--- config.mk ---
export PLATFORM = sky130hd
export DESIGN_NAME = uart_tx_frame
export DESIGN_NICKNAME = d
export VERILOG_FILES = /design/src/rtl/uart_tx_frame.sv
export SDC_FILE = /design/constraint.sdc
export NUM_CORES = 1
export LEC_CHECK = 0
export CAP_MARGIN = 20
export CORE_AREA = 2 2 68 134
export DETAILED_ROUTE_END_ITERATION = 10
export DIE_AREA = 0 0 70 136
export HOLD_SLACK_MARGIN = 0.06
export SLEW_MARGIN = 20
export SYNTH_ARGS = -nofsm -noshare
export SYNTH_HDL_FRONTEND = slang
export SYNTH_SLANG_ARGS = --single-unit
export TNS_END_PERCENT = 100
--- constraint.sdc ---
create_clock -name clk_i -period 3.3 [get_ports clk_i]
set_input_delay 0.66 -clock clk_i [delete_from_list [all_inputs] [get_ports clk_i]]
set_output_delay 0.66 -clock clk_i [all_outputs]
set_load 0.005 [all_outputs]
--- src/rtl/uart_tx_frame.sv ---
// uart_tx_frame: UART transmitter with built-in baud divider, start/data/parity/stop framing
module uart_tx_frame #(
   parameter int DATA_W = 8,
   parameter int DIV_W  = 16
) (
   input  logic              clk_i,
   input  logic              rst_ni,
   input  logic [DATA_W-1:0] tx_data_i,
   input  logic              tx_valid_i,
   output logic              tx_ready_o,
   input  logic [DIV_W-1:0]  baud_div_i,
   input  logic [1:0]        parity_i,
   input  logic              stop2_i,
   output logic              tx_o,
   output logic              busy_o,
   output logic              done_o
);
   typedef enum logic [2:0] {IDLE, START, DATA, PARITY, STOP} state_t;
   state_t             state_q;
   logic [DATA_W-1:0]  sh_q;
   logic [DIV_W-1:0]   div_q, baud_q, div_d;
   logic [3:0]         bit_q;
   logic               par_q, par_en_q, stop2_q, tx_q, ready_q, done_q;
   logic               tick;
   assign div_d      = (baud_div_i == '0) ? DIV_W'(1) : baud_div_i;
   assign tick       = (baud_q == '0);
   assign tx_o       = tx_q;
   assign tx_ready_o = ready_q;
   assign busy_o     = ~ready_q;
   assign done_o     = done_q;
   // Frame sequencer: latches settings at accept, then walks each bit for div_q clocks
   always_ff @(posedge clk_i or negedge rst_ni) begin
      if (!rst_ni) begin
         state_q  <= IDLE;
         sh_q     <= '0;
         div_q    <= DIV_W'(1);
         baud_q   <= '0;
         bit_q    <= '0;
         par_q    <= 1'b0;
         par_en_q <= 1'b0;
         stop2_q  <= 1'b0;
         tx_q     <= 1'b1;
         ready_q  <= 1'b1;
         done_q   <= 1'b0;
      end else begin
         done_q <= 1'b0;
         if (state_q == IDLE) begin
            if (tx_valid_i) begin
               state_q  <= START;
               sh_q     <= tx_data_i;
               div_q    <= div_d;
               baud_q   <= div_d - DIV_W'(1);
               par_q    <= parity_i[1] ? ~^tx_data_i : ^tx_data_i;
               par_en_q <= ^parity_i;
               stop2_q  <= stop2_i;
               tx_q     <= 1'b0;
               ready_q  <= 1'b0;
            end
         end else if (!tick) begin
            baud_q <= baud_q - DIV_W'(1);
         end else begin
            baud_q <= div_q - DIV_W'(1);
            unique case (state_q)
               START: begin
                  state_q <= DATA;
                  tx_q    <= sh_q[0];
                  bit_q   <= '0;
               end
               DATA: begin
                  if (bit_q == 4'(DATA_W - 1)) begin
                     state_q <= par_en_q ? PARITY : STOP;
                     tx_q    <= par_en_q ? par_q : 1'b1;
                     bit_q   <= {3'b000, stop2_q};
                  end else begin
                     sh_q  <= sh_q >> 1;
                     tx_q  <= sh_q[1];
                     bit_q <= bit_q + 4'd1;
                  end
               end
               PARITY: begin
                  state_q <= STOP;
                  tx_q    <= 1'b1;
               end
               STOP: begin
                  if (bit_q != '0) begin
                     bit_q <= bit_q - 4'd1;
                  end else begin
                     state_q <= IDLE;
                     ready_q <= 1'b1;
                     done_q  <= 1'b1;
                  end
               end
               default: state_q <= IDLE;
            endcase
         end
      end
   end
endmodule

== Word-level counts from Yosys, hierarchy flattened ==
Index checks and enable logic that the tools add are counted.

* Register bits: 53
* Input bits: 30
* Word-level logic and storage cells: 81

* $add $sub $neg: 5
* Eq/ne operators: 11
* Muxes and demuxes: 34
* Bitwise operators: 2
* Reductions and logical operators: 18

{| class="wikitable"
|+ Operator list
! operator !! count
|-
| 16-bit 2-to-1 mux || 4
|-
| 16-bit by 1-bit subtractor with 16-bit output (second input constant) || 3
|-
| 8-bit 2-to-1 mux || 5
|-
| 16-bit zero test || 2
|-
| 3-bit 2-to-1 mux || 6
|-
| 4-bit AND reduction || 4
|-
| 1-bit 2-to-1 mux || 14
|-
| 3-bit one-hot mux with 4 select lines || 1
|-
| 4-bit one-hot mux with 3 select lines || 1
|-
| 4-bit 2-to-1 mux || 2
|-
| 2-bit != test (second input constant) || 4
|-
| 4-bit nonzero test || 2
|-
| 8-bit XNOR reduction || 1
|-
| 8-bit XOR reduction || 1
|-
| 3-bit by 2-bit == test with 1-bit output (second input constant) || 2
|-
| 3-bit != test (second input constant) || 2
|-
| 2-bit nonzero test || 3
|-
| 4-bit by 1-bit adder with 4-bit output (second input constant) || 1
|-
| 4-bit by 3-bit == test with 1-bit output (second input constant) || 1
|-
| 4-bit by 1-bit subtractor with 4-bit output (second input constant) || 1
|-
| 3-bit by 1-bit == test with 1-bit output (second input constant) || 1
|-
| 3-bit == test (second input constant) || 1
|-
| 3-bit zero test || 1
|-
| 1-bit one-hot mux with 3 select lines || 1
|-
| other kinds (5) || 6
|}

== Longest topological paths before layout ==
* Word-level depth: 5
* Depth in mapped cells: 12
* Gate-level depth less buffers: 10

== Worst setup path before layout ==
No wires, ideal clock.

* Path type: in2reg
* Start: input baud_div_i[12]
* End: register baud_q[4]
* Library setup time: 0.121 ns
* Arrival: 2.456 ns
* Required time: 3.179 ns
* Path slack: 0.722 ns
* Stages: 9
* Cell sequence: or4_2 -> nor4_1 -> a311o_2 -> nand2_1 -> ha_1 -> o311a_1 -> a31oi_1 -> nand2_1 -> o22a_1

* Longest elaborated chain between the ends: 5

{| class="wikitable"
|+ Ends and longest elaborated chain
! item !! line !! source
|-
| from (decl) || 11 || <nowiki>input logic [DIV_W-1:0] baud_div_i,</nowiki>
|-
| 16-bit zero test || 25 || <nowiki>assign div_d = (baud_div_i == '0) ? DIV_W'(1) : baud_div_i;</nowiki>
|-
| 16-bit 2-to-1 mux || 25 ||
|-
| 16-bit by 1-bit subtractor with 16-bit output || 52 || <nowiki>baud_q <= div_d - DIV_W'(1);</nowiki>
|-
| 16-bit 2-to-1 mux || 48 || <nowiki>if (tx_valid_i) begin</nowiki>
|-
| 16-bit 2-to-1 mux || 47 || <nowiki>if (state_q == IDLE) begin</nowiki>
|-
| to (signal assigned) || 52 ||
|-
| to (signal assigned) || 60 || <nowiki>baud_q <= baud_q - DIV_W'(1);</nowiki>
|-
| to (signal assigned) || 62 || <nowiki>baud_q <= div_q - DIV_W'(1);</nowiki>
|-
| to (decl) || 21 || <nowiki>logic [DIV_W-1:0] div_q, baud_q, div_d;</nowiki>
|}

No other way between the ends. The select of a mux whose other input is x is not followed.
A chain may end at the register's enable or synchronous reset.

== Worst setup path in the final report ==
* Start: input baud_div_i[13]
* End: register baud_q[8]

The elaborated chain is that of the path after synthesis.

==> results_dict.tcl <==
set metrics [dict create \
    outcome "completed" \
    max_freq_ghz 0.336 \
    grt_pass1_vias 2957 \
    synth-async-reset-ratio_pct 100 \
    routed-via-count 2816 \
    track_usage_pct 19.4 \
    min_period_over_period_pct 90.2 \
    end_kind "flip-flop" \
    grt_max_degree 40 \
    clk_root_buffer_cell "clkbuf_16" \
    r2r_slack_ps 470 \
    cts_buffers 5 \
    post_cts_buffers 0 \
    postRouteAntennaNets 0 \
    slew_violations 0 \
    netlist_instances 355 \
    post_drt_wl_per_cell_um 17.6 \
    rr_startpoint "state_q[1]" \
    die-area_mm2 0.00952 \
    cts_resized 0 \
    yosysSeqAreaShare_pct 41.2 \
    min_period_ps 2980 \
    grt_overflow_total 0 \
    cts_max_level 2 \
    io_pins 34 \
    startpoint "baud_div_i[13]" \
    wirelength_um 8710 \
    post-dp-hpwl_um 6590 \
    crit_arrival_ps 3210 \
    r2r_end "baud_q[15]" \
    maxCapViolations 0 \
    fin_tns_setup_ps 0 \
    n_antenna_cell 0 \
    peakVddDrop_v 0.000339 \
    timing.hold.ws_ps 261 \
    dr.pass1.iters 4 \
    worst_pin_slew_ps 812 \
    hold_viol_final 0 \
    io_buffers 33 \
    die_height_um 136 \
    setup_viol 0 \
    path_class "primary input to flip-flop" \
    hp-class "primary input to async pin" \
    cp.required_ps 3540 \
    skew_ps 6.08 \
    cts_sinks 53 \
    drive_gt1_share_pct 14.1 \
    fillCellCount 828 \
    p_leak_nw 1.56 \
    rsz0062_at_grt "false" \
    slew_headroom_pct 45.7 \
    viasPerCell 5.68 \
    path_clk_slew_ps 70 \
    rows 48 \
    syn_area_mm2 0.00323 \
    core-area_mm2 0.00853 \
    start_kind "primary input" \
    area_delta_synth_final_pct 19.4 \
    avgSynthCellArea_um2 9.10 \
    synth_edf_count 0 \
    nNetsFinal 428 \
    grt_pass1_wl_um 14300 \
    p_per_area_mw_per_mm2 383 \
    r2r_cells 7 \
    gp_congestion 0.851 \
    synth_seq_cells 53 \
    antenna_found_initial 0 \
    drc 0 \
    cp_max_fo 6 \
    clk_latency_ps 300 \
    clock_path_buffers 2 \
    initialDrtViolationCount 179 \
    ys_types 55 \
    synth.net_count 388 \
    ys.warnings.count 0 \
    crit_end "baud_q[8]" \
    ys.flop_type "dfrtp_1" \
    start_util_pct 37.9 \
    ctsHoldBuffers 0 \
    fp.dieW_um 70 \
    cts_tree "yes" \
]
-- flip-flops by register name, indices dropped and copies added, names as in the netlist --
signal      cells
bit_q           4
tx_o            1
state_q         3
tx_ready_o      1
baud_q         16
par_en_q        1
sh_q            8
par_q           1
div_q          16
stop2_q         1
done_o          1
-- power breakdown --
| part | switching (mW) | internal, mW |
|---|---|---|
| clock | 0.246 | 0.302 |
| sequential | 0.0314 | 0.676 |
| combinational | 0.122 | 0.102 |
| total | 0.400 | 1.08 |
-- routing by layer --
layer / vias to the layer above / share of wire [%] / global-route usage [%] / routed length (µm)
li1: 1358 / - / - / -
met1: 1371 / 36 / 18.4 / 3150
met2: 60 / 57 / 38.1 / 4990
met3: 27 / 2.2 / 2.52 / 193
met4: 0 / 4.2 / 11.5 / 370
met5: - / 0 / 0 / 0
-- metrics by stage --
stage               utilization (%)  instance area (µm²)  power [mW]  instances  worst slack [ps]
finish                         45.2                 3860        1.48        496               325
global route                   45.2                 3860        1.54        496               212
CTS                            45.2                 3850        1.50        496               330
detailed placement             43.4                 3700       0.943        488              52.4
global placement               43.4                 3700       0.940        488              70.4
floorplan                         -                 3230       0.827        355               722
-- cells in the mapped netlist (all sizes together), types with 2 or more instances --
master	number	area share, %
buf	4	1.2
nand2	44	5.1
mux2i	16	5.0
a211oi	2	0.62
ha	3	1.2
nand2b	2	0.39
o21ai	34	5.3
o32ai	2	0.54
a31oi	6	1.2
o311a	2	0.62
nor4	4	0.77
nand3	11	1.9
dfrtp	50	39
and3	3	0.58
o211ai	2	0.46
dfstp	3	2.4
nand4	6	1.4
mux2	15	5.2
or3	2	0.54
o31ai	4	0.93
a311o	2	0.70
o21a	5	1.2
and2	3	0.58
inv	13	1.5
a22oi	2	0.46
nor2	28	3.3
a221oi	2	0.54
clkbuf	12	2.0
or4	3	0.74
xnor2	14	3.8
xor2	7	1.9
a21oi	23	3.6
nor3	14	2.3
-- area by class of cell --
type | count | area, µm² | share of cell area, %
multi-input cells | 273 | 1760 | 45.5
flip-flops and latches | 53 | 1330 | 34.5
repair buffers | 49 | 445 | 11.5
clock buffers | 6 | 139 | 3.60
well taps | 100 | 125 | 3.24
inverters | 13 | 48.8 | 1.26
clock inverters | 2 | 13.8 | 0.357
-- critical path, cell delays in order --
cell	delay, ps
clkdlybuf4s50_1	460
or4_2	690
nor4_1	200
a311o_2	240
nand2_1	60
ha_1	190
o311a_1	200
nand2_1	150
mux2i_1	220
o21a_1	140
-- worst min-delay path by stage --
stage,from,to
after global routing,rst_ni,baud_q[5]
final,rst_ni,baud_q[5]
after floorplan,rst_ni,baud_q[0]
after global placement,sh_q[7],sh_q[7]
after detailed placement,sh_q[3],sh_q[3]
after CTS,rst_ni,baud_q[5]
-- cells in the final DEF (no fill, tap or decap), drive strengths merged, types with 5 or more instances in the layout --
cell type       n
dfrtp          50
nand2          44
o21ai          34
clkdlybuf4s50  32
nor2           28
a21oi          23
buf            17
mux2i          16
mux2           15
xnor2          14
nor3           14
inv            13
nand3          11
xor2            7
a31oi           6
nand4           6
clkbuf          6
o21a            5
-- logic make-up (layout without fill, tap and decap cells) --
logic type                 after synthesis  after routing  share of synthesized area (%)
buffers and inverters                   29             70                           4.73
DFF                                     53             53                           41.2
xor gates and xnor gates                21             21                           5.69
adders and majority gates                3              3                           1.16
muxes                                   31             31                           10.2
AOI/OAI and AO/OA                       94             94                           18.1
and+or+nand+nor                        124            124                           19.0
(Power assumes the default switching activity.)
